$ cat config.mk
export PLATFORM = sky130hd
export DESIGN_NAME = allocator_lsu
export DESIGN_NICKNAME = d
export VERILOG_FILES = /design/src/rtl/allocator_lsu.sv
export SDC_FILE = /design/constraint.sdc
export NUM_CORES = 1
export LEC_CHECK = 0
export CORE_ASPECT_RATIO = 1.2
export CORE_MARGIN = 2
export CORE_UTILIZATION = 25
export CTS_BUF_LIST = sky130_fd_sc_hd__clkbuf_4
export DETAILED_ROUTE_END_ITERATION = 10
export GPL_TIMING_DRIVEN = 0
export SLEW_MARGIN = 20
export SYNTH_ARGS = -nofsm -noshare
export SYNTH_HDL_FRONTEND = slang
export SYNTH_SLANG_ARGS = --single-unit
$ cat constraint.sdc
create_clock -name clk_i -period 4.7 [get_ports clk_i]
set_input_delay 0.94 -clock clk_i [delete_from_list [all_inputs] [get_ports clk_i]]
set_output_delay 0.94 -clock clk_i [all_outputs]
set_load 0.05 [all_outputs]
$ cat src/rtl/allocator_lsu.sv
// allocator_lsu: memory sequencer for a linked-list allocator.
// It takes one header operation at a time from the core: LOCK, UNLOCK, LOAD,
// INSERT or DELETE. It turns each operation into single-word memory
// transactions and returns one response pulse per operation.
// A header occupies two words: size at addr and next_addr at addr+WORD_B.

package allocator_pkg;
    localparam int ALLOC_DATA_W = 64;

    typedef logic [2:0] lsu_op_t;
    localparam lsu_op_t LSU_LOCK   = 3'd1;
    localparam lsu_op_t LSU_UNLOCK = 3'd2;
    localparam lsu_op_t LSU_LOAD   = 3'd3;
    localparam lsu_op_t LSU_INSERT = 3'd4;
    localparam lsu_op_t LSU_DELETE = 3'd5;

    typedef struct packed {
        logic [ALLOC_DATA_W-1:0] addr;
        logic [ALLOC_DATA_W-1:0] size;
        logic [ALLOC_DATA_W-1:0] next_addr;
    } header_data_t;

    typedef struct packed {
        header_data_t header_data;
        lsu_op_t      lsu_op;
        logic         val;
    } header_data_req_t;

    typedef struct packed {
        logic         val;
        header_data_t header_data;
    } header_data_rsp_t;
endpackage

module allocator_lsu
    import allocator_pkg::*;
#(
    parameter int                DATA_W    = ALLOC_DATA_W,
    parameter logic [DATA_W-1:0] LOCK_ADDR = {DATA_W{1'b0}},
    parameter int                WORD_B    = DATA_W / 8
) (
    input  logic              clk_i,
    input  logic              rst_i,
    input  header_data_req_t  req_i,
    output logic              ready_o,
    output header_data_rsp_t  rsp_o,
    output logic              lock_held_o,
    output logic              mem_req_o,
    output logic              mem_we_o,
    output logic [DATA_W-1:0] mem_addr_o,
    output logic [DATA_W-1:0] mem_wdata_o,
    input  logic              mem_gnt_i,
    input  logic              mem_rvalid_i,
    input  logic [DATA_W-1:0] mem_rdata_i
);

    localparam logic [3:0] S_IDLE    = 4'd0;
    localparam logic [3:0] S_LK_RD   = 4'd1;
    localparam logic [3:0] S_LK_RD_W = 4'd2;
    localparam logic [3:0] S_LK_WR   = 4'd3;
    localparam logic [3:0] S_LD_SZ   = 4'd4;
    localparam logic [3:0] S_LD_SZ_W = 4'd5;
    localparam logic [3:0] S_LD_NX   = 4'd6;
    localparam logic [3:0] S_LD_NX_W = 4'd7;
    localparam logic [3:0] S_WR_SZ   = 4'd8;
    localparam logic [3:0] S_WR_NX   = 4'd9;
    localparam logic [3:0] S_UNLK_WR = 4'd10;
    localparam logic [3:0] S_RSP     = 4'd11;

    localparam logic [DATA_W-1:0] NEXT_OFS = DATA_W'(WORD_B);

    logic [3:0]        state_r, state_s;
    logic [DATA_W-1:0] addr_r, size_r, next_r;
    logic [DATA_W-1:0] addr_s, size_s, next_s;
    logic              accept_s;
    logic              lock_s;
    logic              mem_req_s, mem_we_s;
    logic [DATA_W-1:0] mem_addr_s, mem_wdata_s;
    header_data_rsp_t  rsp_s;

    assign accept_s = req_i.val && (state_r == S_IDLE);

    // Sequencer next state: each memory state waits for grant, each *_W state for read data.
    always_comb begin
        state_s = state_r;
        case (state_r)
            S_IDLE: begin
                if (req_i.val) begin
                    case (req_i.lsu_op)
                        LSU_LOCK:   state_s = S_LK_RD;
                        LSU_UNLOCK: state_s = S_UNLK_WR;
                        LSU_LOAD:   state_s = S_LD_SZ;
                        LSU_INSERT: state_s = S_WR_SZ;
                        LSU_DELETE: state_s = S_WR_NX;
                        default:    state_s = S_RSP;
                    endcase
                end else begin
                    state_s = S_IDLE;
                end
            end
            S_LK_RD:   state_s = mem_gnt_i ? S_LK_RD_W : S_LK_RD;
            S_LK_RD_W: begin
                if (mem_rvalid_i) begin
                    // A busy lock word sends us back to re-read it, with no retry limit.
                    state_s = (mem_rdata_i == {DATA_W{1'b0}}) ? S_LK_WR : S_LK_RD;
                end else begin
                    state_s = S_LK_RD_W;
                end
            end
            S_LK_WR:   state_s = mem_gnt_i ? S_RSP : S_LK_WR;
            S_LD_SZ:   state_s = mem_gnt_i ? S_LD_SZ_W : S_LD_SZ;
            S_LD_SZ_W: state_s = mem_rvalid_i ? S_LD_NX : S_LD_SZ_W;
            S_LD_NX:   state_s = mem_gnt_i ? S_LD_NX_W : S_LD_NX;
            S_LD_NX_W: state_s = mem_rvalid_i ? S_RSP : S_LD_NX_W;
            S_WR_SZ:   state_s = mem_gnt_i ? S_WR_NX : S_WR_SZ;
            S_WR_NX:   state_s = mem_gnt_i ? S_RSP : S_WR_NX;
            S_UNLK_WR: state_s = mem_gnt_i ? S_RSP : S_UNLK_WR;
            S_RSP:     state_s = S_IDLE;
            default:   state_s = S_IDLE;
        endcase
    end

    // Header capture: latch the request on accept; LOAD overwrites size/next_addr with memory words.
    always_comb begin
        addr_s = addr_r;
        size_s = size_r;
        next_s = next_r;
        if (accept_s) begin
            addr_s = req_i.header_data.addr;
            size_s = req_i.header_data.size;
            next_s = req_i.header_data.next_addr;
        end else if ((state_r == S_LD_SZ_W) && mem_rvalid_i) begin
            size_s = mem_rdata_i;
        end else if ((state_r == S_LD_NX_W) && mem_rvalid_i) begin
            next_s = mem_rdata_i;
        end else begin
            addr_s = addr_r;
        end
    end

    // Memory request for the state being entered; it stays constant until that state sees grant.
    always_comb begin
        mem_req_s   = 1'b0;
        mem_we_s    = 1'b0;
        mem_addr_s  = {DATA_W{1'b0}};
        mem_wdata_s = {DATA_W{1'b0}};
        case (state_s)
            S_LK_RD: begin
                mem_req_s  = 1'b1;
                mem_addr_s = LOCK_ADDR;
            end
            S_LK_WR: begin
                mem_req_s   = 1'b1;
                mem_we_s    = 1'b1;
                mem_addr_s  = LOCK_ADDR;
                mem_wdata_s = {{(DATA_W-1){1'b0}}, 1'b1};
            end
            S_LD_SZ: begin
                mem_req_s  = 1'b1;
                mem_addr_s = addr_s;
            end
            S_LD_NX: begin
                mem_req_s  = 1'b1;
                mem_addr_s = addr_s + NEXT_OFS;
            end
            S_WR_SZ: begin
                mem_req_s   = 1'b1;
                mem_we_s    = 1'b1;
                mem_addr_s  = addr_s;
                mem_wdata_s = size_s;
            end
            S_WR_NX: begin
                mem_req_s   = 1'b1;
                mem_we_s    = 1'b1;
                mem_addr_s  = addr_s + NEXT_OFS;
                mem_wdata_s = next_s;
            end
            S_UNLK_WR: begin
                mem_req_s  = 1'b1;
                mem_we_s   = 1'b1;
                mem_addr_s = LOCK_ADDR;
            end
            default: begin
                mem_req_s = 1'b0;
            end
        endcase
    end

    // Response and lock ownership: response is valid only while in RSP; lock changes at write grant.
    always_comb begin
        rsp_s = '0;
        if (state_s == S_RSP) begin
            rsp_s.val                   = 1'b1;
            rsp_s.header_data.addr      = addr_s;
            rsp_s.header_data.size      = size_s;
            rsp_s.header_data.next_addr = next_s;
        end else begin
            rsp_s.val = 1'b0;
        end
        if ((state_r == S_LK_WR) && mem_gnt_i) begin
            lock_s = 1'b1;
        end else if ((state_r == S_UNLK_WR) && mem_gnt_i) begin
            lock_s = 1'b0;
        end else begin
            lock_s = lock_held_o;
        end
    end

    // State, captured header and all registered outputs; reset aborts any transaction in flight.
    always_ff @(posedge clk_i) begin
        if (rst_i) begin
            state_r     <= S_IDLE;
            addr_r      <= {DATA_W{1'b0}};
            size_r      <= {DATA_W{1'b0}};
            next_r      <= {DATA_W{1'b0}};
            ready_o     <= 1'b1;
            rsp_o       <= '0;
            lock_held_o <= 1'b0;
            mem_req_o   <= 1'b0;
            mem_we_o    <= 1'b0;
            mem_addr_o  <= {DATA_W{1'b0}};
            mem_wdata_o <= {DATA_W{1'b0}};
        end else begin
            state_r     <= state_s;
            addr_r      <= addr_s;
            size_r      <= size_s;
            next_r      <= next_s;
            ready_o     <= (state_s == S_IDLE);
            rsp_o       <= rsp_s;
            lock_held_o <= lock_s;
            mem_req_o   <= mem_req_s;
            mem_we_o    <= mem_we_s;
            mem_addr_o  <= mem_addr_s;
            mem_wdata_o <= mem_wdata_s;
        end
    end

endmodule

==> out/metrics.yaml <==
sta:
  layout_setup_ws_ns: 0.271
  tightestPinTransition_ns: 1.04
  hold_slack_ns: 0.507
  clock_skew_ns: 0.0780
  min_period_ns: 4.43
  rsz0062_at_grt: "false"
  setup_violations: 0
  max_freq_ghz: 0.226
  hold_viol: 0
  slew_headroom: 0.286
  maxSlewViolCount: 0
  finalCritPeriodShare: 0.942
drt:
  drt-vias-per-instance: 4.82
  drt_iter0_markers: 1476
  wl_per_cell_um: 24.5
  vias: 19500
  ant_nets: 0
  wl_mm: 99.0
  route.detailed.drc: 0
  drt_first_pass_iters: 5
yosys:
  ys.flop_type: "dfxtp_1"
  synth_seq_area_share: 0.513
  postSynthCellCount: 2158
  synth_fp_nets: 2424
  yosysWarnings: 0
  ys_ff_latch: 521
  syn_area_sq_mm: 0.0203
  async_reset_ff_frac: 0
  ys_types: 66
  synth-edff-count: 0
  avgSynthCellArea_sq_um: 9.42
cells_and_area:
  fin_area_sq_mm: 0.0294
  final_cell_mix: "588 x clkdlybuf4s50_1, 521 x dfxtp_1, 236 x nor2_1, 206 x clkbuf_4, 198 x mux2i_1"
  nNetsFinal: 3155
  layout_commonest_cell: "clkdlybuf4s50_1"
  drive_above_1_share: 0.111
  n_fill_cell: 8374
  syn_to_final_growth_pct: 44.7
  instances_no_fill: 4045
global_routing:
  grt_pass1_vias: 20000
  grt_max_degree: 29
  grt_pass1_wl_mm: 139
  grt_overflow: 0
  grt_usage: 0.230
  antenna_found_initial: 16
power:
  seqPwrFrac: 0.373
  sw_frac_of_total: 0.382
  ir_drop_mv: 0.252
  netSwitchingPower_w: 0.00511
  p_int_w: 0.00826
  p_clk_frac: 0.313
  p_leak_nw: 10.8
  power_density_mw_per_mm2: 455
  power.total_w: 0.0134
  comb_power_share: 0.313
place:
  place_area_sq_mm: 0.0275
  place_ws_ns: -2.52
  io_buffers: 588
  gp_congestion: 0.931
  place_inst: 3790
  dp_hpwl_mm: 76.1
setup_path:
  crit_required_ns: 5.57
  critPathMaxStageDelay_ns: 0.45
  crit_chain: "or3_1 > buf_6 > nor2_4 > buf_4 > buf_12 > mux2i_1 > inv_1 > ha_1 > inv_1 > nor4_2 > a22oi_2 > or3_1 > buf_2 > nor4_4 > xor2_1 > o22ai_1"
  start_kind: "flop"
  r2r_start: "state_r[3]"
  slowest_stage: "nor4_4"
  r2r_end: "mem_addr_o[43]"
  path_class: "flop to flop"
  cp_max_fo: 28
  worst_r2r_path_depth: 16
  endpoint_kind: "flop"
  ff2ff_setup_slack_ns: 0.27
  worst-endpoint-arrival_ns: 5.30
min_path:
  min_path_type: "flop to flop"
  hp-start: "lock_held_o"
  whs_path_depth: 2
  hold_end: "lock_held_o"
clock_tree:
  cts.clk_slew.worst_paths_ns: 0.07
  clock_latency_ns: 1.03
  clockRootBuffer: "clkbuf_4"
  clock_path_buffers: 3
  ctsHtreeMaxLevel: 4
  cts_buffers: 143
  clock_sinks: 521
  holdBufCountCts: 0
  cts_tree: "done"
die:
  initial_utilization: 0.252
  die_w_um: 264
  die_y_um: 316
  die-area_sq_mm: 0.0837
  core_sq_mm: 0.0806
  io_pins: 589
  rows: 114
job:
  drv_cap: 0
status:
  status: "finished, final reports clean"
==> state kept, by name, summed over array words and instances, names as in the netlist <==
register     flops
lock_held_o      1
mem_wdata_o     64
rsp_o          193
mem_req_o        1
state_r          4
next_r          64
mem_we_o         1
size_r          64
ready_o          1
addr_r          64
mem_addr_o      64
==> cell families (layout without fill, tap and decap cells) <==
group                    Yosys count  in the layout  synth area share
XOR/XNOR                          60             60            0.0258
flip-flops                       521            521             0.513
multiplexers                     201            201            0.0991
buffers and inverters            174           1009            0.0373
other                              0              8                 0
AND/OR/NAND/NOR                  855            855             0.219
adder cells (fa/ha/maj)            2              2           0.00123
AO/OA/AOI/OAI                    345            345             0.105
==> worst max-delay path: cells and delay by family (launching register included) <==
family	cells	cell delay [ns]
adder cells (fa/ha/maj)	1	0.19
flip-flops	1	0.34
multiplexers	1	0.19
XOR/XNOR	1	0.19
AO/OA/AOI/OAI	2	0.38
AND/OR/NAND/NOR	5	1.86
buffers and inverters	6	1.15
==> how the worst max path moves through the flow <==
stage / end / startpoint / cells past startpoint
detailed placement: mem_addr_o[43] / req_i[0] / 17
global placement: mem_addr_o[43] / req_i[0] / 17
finish: mem_addr_o[43] / state_r[3] / 16
CTS: mem_addr_o[47] / state_r[3] / 16
global route: mem_addr_o[39] / state_r[3] / 16
floorplan: mem_addr_o[39] / req_i[0] / 16
==> Yosys cell counts, drive strengths merged, types with 3 or more instances <==
cell | instances | area (sq um)
a2111oi | 4 | 41.3
a211oi | 5 | 37.5
a21o | 5 | 37.5
a21oi | 22 | 110
a22oi | 72 | 551
a31oi | 7 | 50.1
and3 | 135 | 845
and4 | 5 | 43.8
buf | 87 | 433
clkbuf | 74 | 278
dfxtp | 521 | 10400
inv | 13 | 48.8
mux2 | 3 | 33.8
mux2i | 198 | 1980
nand2 | 172 | 646
nand2b | 5 | 31.3
nand3 | 47 | 235
nand3b | 4 | 30.0
nand4 | 31 | 194
nor2 | 237 | 897
nor2b | 132 | 826
nor3 | 27 | 163
nor3b | 4 | 40.0
nor4 | 36 | 323
nor4b | 3 | 47.5
o21ai | 144 | 721
o21bai | 3 | 22.5
o22ai | 66 | 413
o2bb2ai | 3 | 26.3
or3 | 9 | 56.3
xnor2 | 32 | 280
xor2 | 28 | 245
==> final cells by class <==
| class | count | area (sq um) | share of cell area |
|---|---|---|---|
| diodes | 8 | 20.0 | 0.000680 |
| plain buffers | 157 | 709 | 0.0241 |
| clock buffers | 206 | 1550 | 0.0526 |
| clock inverters | 43 | 259 | 0.00880 |
| inverters | 13 | 48.8 | 0.00166 |
| multi-input cells | 1463 | 9210 | 0.313 |
| flip-flops and latches | 521 | 10400 | 0.354 |
| well taps | 1044 | 1310 | 0.0444 |
| repair buffers | 590 | 5900 | 0.201 |
==> power by group through the flow <==
stage	clock network (W)	logic, W	registers [W]
after floorplan	0	0.00193	0.00555
after global placement	0	0.00417	0.00508
after detailed placement	0	0.00418	0.00508
after CTS	0.00433	0.00420	0.00499
after global routing	0.00457	0.00445	0.00503
final	0.00419	0.00419	0.00499
==> timing repair <==
item                                    in CTS  in global routing
endpoints found under the setup margin      28                  5
resized for setup                           10                  4
buffers inserted                             2                  0
pin swaps                                    2                  0
==> through the flow <==
step	TNS [ns]	utilization
2_1_floorplan	0	-
3_3_place_gp	-193.24	0.342
3_5_place_dp	-160.67	0.342
4_1_cts	0	0.365
5_1_grt	0	0.365
6_report	0	0.365
==> metal layers <==
layer | GRT usage | vias to the layer above | share of wire
li1 | - | 9099 | -
met4 | 0.107 | 14 | 0.041
met3 | 0.0767 | 213 | 0.082
met2 | 0.409 | 887 | 0.50
met5 | 0 | - | 0.00090
met1 | 0.248 | 9276 | 0.38
Power figures use the tool's default switching activity.
